===== config.mk =====
export PLATFORM = sky130hd
export DESIGN_NAME = buffer_drain
export DESIGN_NICKNAME = d
export VERILOG_FILES = /design/src/rtl/buffer_drain_pkg.sv /design/src/rtl/buffer_drain_skid_store2.sv /design/src/rtl/buffer_drain.sv
export SDC_FILE = /design/constraint.sdc
export NUM_CORES = 1
export LEC_CHECK = 0
export CORE_MARGIN = 2
export CORE_UTILIZATION = 35
export CTS_BUF_LIST = sky130_fd_sc_hd__clkbuf_16
export DETAILED_ROUTE_END_ITERATION = 7
export GPL_TIMING_DRIVEN = 0
export SLEW_MARGIN = 20
export SYNTH_ARGS = -nofsm -noshare
export SYNTH_HDL_FRONTEND = slang
export SYNTH_SLANG_ARGS = --single-unit

===== constraint.sdc =====
create_clock -name clk -period 3 [get_ports clk]
set_input_delay 0.6 -clock clk [delete_from_list [all_inputs] [get_ports clk]]
set_output_delay 0.6 -clock clk [all_outputs]
set_load 0.005 [all_outputs]

===== src/rtl/buffer_drain_pkg.sv =====
// Shared definitions for the FIFO read-side drain: holding-store depth and
// the occupancy encoding used by the store and the issue logic.
package buffer_drain_pkg;
  localparam int STORE_DEPTH = 2;

  typedef enum logic [1:0] {
    OCC_EMPTY = 2'd0,
    OCC_ONE   = 2'd1,
    OCC_TWO   = 2'd2
  } occ_e;
endpackage


===== src/rtl/buffer_drain_skid_store2.sv =====
// Two-entry ordered holding store. Entry 0 is always the head; a pop shifts
// entry 1 forward and a push lands just behind whatever survives the pop.
module skid_store2
  import buffer_drain_pkg::*;
#(
  parameter int DATA_WIDTH = 32
) (
  input  logic                  clk,
  input  logic                  rst,
  input  logic                  push,
  input  logic [DATA_WIDTH-1:0] push_data,
  input  logic                  pop,
  output occ_e                  occ,
  output logic [DATA_WIDTH-1:0] head
);
  logic [DATA_WIDTH-1:0] entry0_q, entry0_d, entry1_q, entry1_d;
  occ_e                  occ_q, occ_d;
  logic [1:0]            base;

  always_comb begin
    entry0_d = entry0_q;
    entry1_d = entry1_q;
    base     = occ_q - {1'b0, pop};
    if (pop) entry0_d = entry1_q;
    if (push) begin
      if (base == 2'd0) entry0_d = push_data;
      else              entry1_d = push_data;
    end
    occ_d = occ_e'(base + {1'b0, push});
  end

  always_ff @(posedge clk) begin
    if (rst) begin
      entry0_q <= '0;
      entry1_q <= '0;
      occ_q    <= OCC_EMPTY;
    end else begin
      entry0_q <= entry0_d;
      entry1_q <= entry1_d;
      occ_q    <= occ_d;
    end
  end

  assign occ  = occ_q;
  assign head = entry0_q;
endmodule


===== src/rtl/buffer_drain.sv =====
// Drains the synchronous FIFO into a valid/ready stream, hiding the FIFO's
// one-cycle read latency behind a two-entry store; counts forwarded words.
module buffer_drain
  import buffer_drain_pkg::*;
#(
  parameter int DATA_WIDTH  = 32,
  parameter int COUNT_WIDTH = 16
) (
  input  logic                   clk,
  input  logic                   rst,
  input  logic                   buf_empty,
  input  logic [DATA_WIDTH-1:0]  buf_dout,
  output logic                   buf_read_en,
  output logic [DATA_WIDTH-1:0]  out_data,
  output logic                   out_valid,
  input  logic                   out_ready,
  output logic [COUNT_WIDTH-1:0] fwd_count
);
  occ_e                   occ;
  logic                   pop, accept;
  logic                   inflight_q, inflight_d;
  logic [COUNT_WIDTH-1:0] fwd_count_q, fwd_count_d;
  logic [2:0]             level;

  assign out_valid = (occ != OCC_EMPTY);
  assign pop       = out_valid && out_ready;

  // Occupancy the store will hold after this edge, with the same-cycle pop
  // credited so a full-rate stream keeps issuing a read every cycle.
  assign level       = {1'b0, occ} + {2'b0, inflight_q} - {2'b0, pop};
  assign buf_read_en = !rst && !buf_empty && (level < 3'd2);
  assign accept      = buf_read_en && !buf_empty;

  always_comb begin
    inflight_d  = accept;
    fwd_count_d = fwd_count_q + COUNT_WIDTH'(pop);
  end

  always_ff @(posedge clk) begin
    if (rst) begin
      inflight_q  <= 1'b0;
      fwd_count_q <= '0;
    end else begin
      inflight_q  <= inflight_d;
      fwd_count_q <= fwd_count_d;
    end
  end

  skid_store2 #(.DATA_WIDTH(DATA_WIDTH)) u_store (
    .clk       (clk),
    .rst       (rst),
    .push      (inflight_q),
    .push_data (buf_dout),
    .pop       (pop),
    .occ       (occ),
    .head      (out_data)
  );

  assign fwd_count = fwd_count_q;
endmodule


==> out/results.ini <==
[pwr]
clkPwrFrac = 0.417
peakVddDrop_v = 0.000357
pwr-share-seq = 0.421
leakagePower_uw = 0.00161
powerDensity_nw_per_um2 = 626
combPwrFrac = 0.162
switching_share = 0.241
switching_power_uw = 711
internal_power_uw = 2240

[grt]
first_global_vias = 2887
grt_pass1_wl_um = 14400
grt_max_degree = 16
track_usage = 0.178
overflow = 0
grt_util_met2 = 0.272
antenna_found_initial = 0
busiest_layer = met2
grtUsageMet3 = 0.0622
met1_usage = 0.242

[yosys]
synthTopCellsByArea = dfxtp_1 50%, nand2_1 15%, a311oi_1 8.4%, a21oi_1 5.2%, nor2_1 5.0%
synth_area_um2 = 3350
ys_types = 34
synth_ff_type = dfxtp_1
syn_area_per_cell_um2 = 8.08
synth_seq_area_share = 0.496
ys_async_sr_fraction = 0
netlist.area_leader.share = 0.496
synth_enable_flop_cells = 0
post-synth-top-area-cell = dfxtp_1
syn_inst = 415
ys_ff_latch = 83
synth_most_common_cell = nand2_1
synth_common_cells = 133 x nand2_1, 83 x dfxtp_1, 45 x nor2_1
yosysWarnings = 0
syn_nets = 456

[timing]
relSlewSlack = 0.580
min_period_ps = 2700
fin_crit_sh = 0.900
setup_viol = 0
skew_ps = 6.09
worstMarginPinSlew_ps = 624
rsz0062_at_grt = false
setup_ws_ps = 300
finalHoldViolCount = 0
hold_ws_ps = 453
fmax_mhz = 370
slew_viol_final = 0

[setup_path]
startpoint_type = flop
critPathMaxFanout = 5
critical_path_arrival_ps = 2100
reg2reg_depth = 9
critical_path.top_delay_family = simple AND/OR/NAND/NOR gates
endpoint_kind = primary output
slowest_stage = dfxtp_1
r2r_start = u_store.occ[1]
cp.required_ps = 2400
timing.rr.end = fwd_count[14]
r2r_setup_slack_ps = 440
cpMostUsedCell = nand2_1
path_class = flop to primary output
cp_num_buf_inv = 1
path_cells = nand3b_1 > nand2_1 > nand2_1 > fa_1 > xor2_1 > nor4b_2 > clkdlybuf4s15_2
max_stage_delay_ps = 450

[drt]
wl_um = 9020
ant_nets = 0
vias = 3137
dr.pass1.iters = 4
wl_per_cell_um = 14.0
drcViolationCount = 0
vias_per_cell = 4.86
drtIter0Drc = 120

[clock_network]
worstSkewPairLatency_ps = 330
clk_pin_slew_ps = 60
cts_buffer_depth = 2
cts_tree = built
root_buffer = clkbuf_16
cts_buffers = 9
clkSinkCount = 83
cts_hold_buffers = 0
htreeDepth = 3

[min_path]
min-delay-start = u_store.entry1_q[4]
hold_class = flop to flop
min_path_cells = 2
hold_end = u_store.entry1_q[4]

[place]
routabilityCongestion = 0.819
port_buffers = 84
placed_area_um2 = 4360
place_ws_ps = -459
post-dp-hpwl_um = 6320

[layout]
fin_util = 0.507
layout-drive-gt1-share = 0.0601
diodes = 0
fillers = 925
layout-area-overhead-vs-synth_pct = 40.5
fin_nets = 552
multi_input_area_um2 = 1560
post-route-cell-area_um2 = 4710
ff_latch_area_um2 = 1660

[die]
boundaryPins = 86
die_area_um2 = 10400
rows = 35
core_um2 = 9280
die_w_um = 102
start_util = 0.361
die_h_um = 102

[status]
outcome = finished, final reports clean

[job]
max_cap_violations = 0

power groups by stage:
stage / Combinational [uW] / Sequential (uW) / Clock [uW]
6_report: 478 / 1240 / 1230
5_1_grt: 529 / 1250 / 1310
4_1_cts: 482 / 1240 / 1260
3_5_place_dp: 479 / 1260 / 0
3_3_place_gp: 474 / 1270 / 0
2_1_floorplan: 208 / 1260 / 0
cell families after synthesis:
family / Yosys count / share of synthesized area
AO/OA/AOI/OAI: 72 / 0.147
AND/OR/NAND/NOR: 208 / 0.263
adder cells (fa/ha/maj): 5 / 0.0209
flip-flops: 83 / 0.496
XOR/XNOR: 13 / 0.0340
buffers and inverters: 34 / 0.0403
stage by stage:
stage / total power, uW / instances / setup TNS [ps]
2_1_floorplan: 1470 / 415 / 0
3_3_place_gp: 1740 / 628 / -3060
3_5_place_dp: 1740 / 628 / -3000
4_1_cts: 2980 / 645 / -56.2
5_1_grt: 3090 / 645 / 0
6_report: 2950 / 645 / 0
per-layer routing:
metal	vias to the layer above	part of all wire
met4	0	0.0034
met5	-	0
met2	77	0.45
met1	1464	0.48
met3	2	0.063
li1	1594	-
timing repair:
item,4_1_cts,5_1_grt
endpoints found under the hold margin,0,0
resized for setup,3,2
endpoints found under the setup margin,4,2
buffers inserted,2,0
cloned,0,0
area by class of cell:
cell class	count	share of cell area
plain buffers	27	0.0231
clock buffers	9	0.0478
clock inverters	7	0.0231
inverters	6	0.00478
multi-input cells	298	0.332
flip-flops and latches	83	0.353
well taps	129	0.0343
repair buffers	86	0.182
layout by cell type (no fill, tap or decap), types with 3 or more instances in the layout:
master and instances:
a21oi_1 35, buf_2 6, nand2_1 133, inv_1 6, clkbuf_16 9, nor2b_1 4, clkdlybuf4s50_1 82, nor2_1 45
nor4_1 4, a311oi_1 32, clkbuf_1 20, bufinv_16 3, o31ai_1 3, nand3_1 4, xnor2_1 10, dfxtp_1 83
xor2_1 3, ha_1 4
worst max-delay path by stage:
stage / startpoint / endpoint / slack (ps) / depth (start not counted)
2_1_floorplan: out_ready / fwd_count[15] / 590 / 8
3_3_place_gp: out_ready / fwd_count[14] / -460 / 10
3_5_place_dp: out_ready / fwd_count[14] / -460 / 10
4_1_cts: out_ready / buf_read_en / -60 / 8
5_1_grt: u_store.occ[1] / fwd_count[14] / 130 / 9
6_report: u_store.occ[1] / buf_read_en / 300 / 7
flip-flops by register name, summed over array words and instances (netlist names):
name,cells
fwd_count,16
inflight_q,1
u_store.entry1_q,32
u_store.head,32
u_store.occ,2
worst reg2reg max path, delay by kind of cell (launching register included):
family | cells | cell delay (ps)
xor gates and xnor gates | 1 | 160
adders and majority gates | 2 | 540
and+or+nand+nor | 5 | 1010
DFF | 1 | 450
buffers and inverters | 1 | 270
No activity file was read; power rests on OpenSTA's default activity.
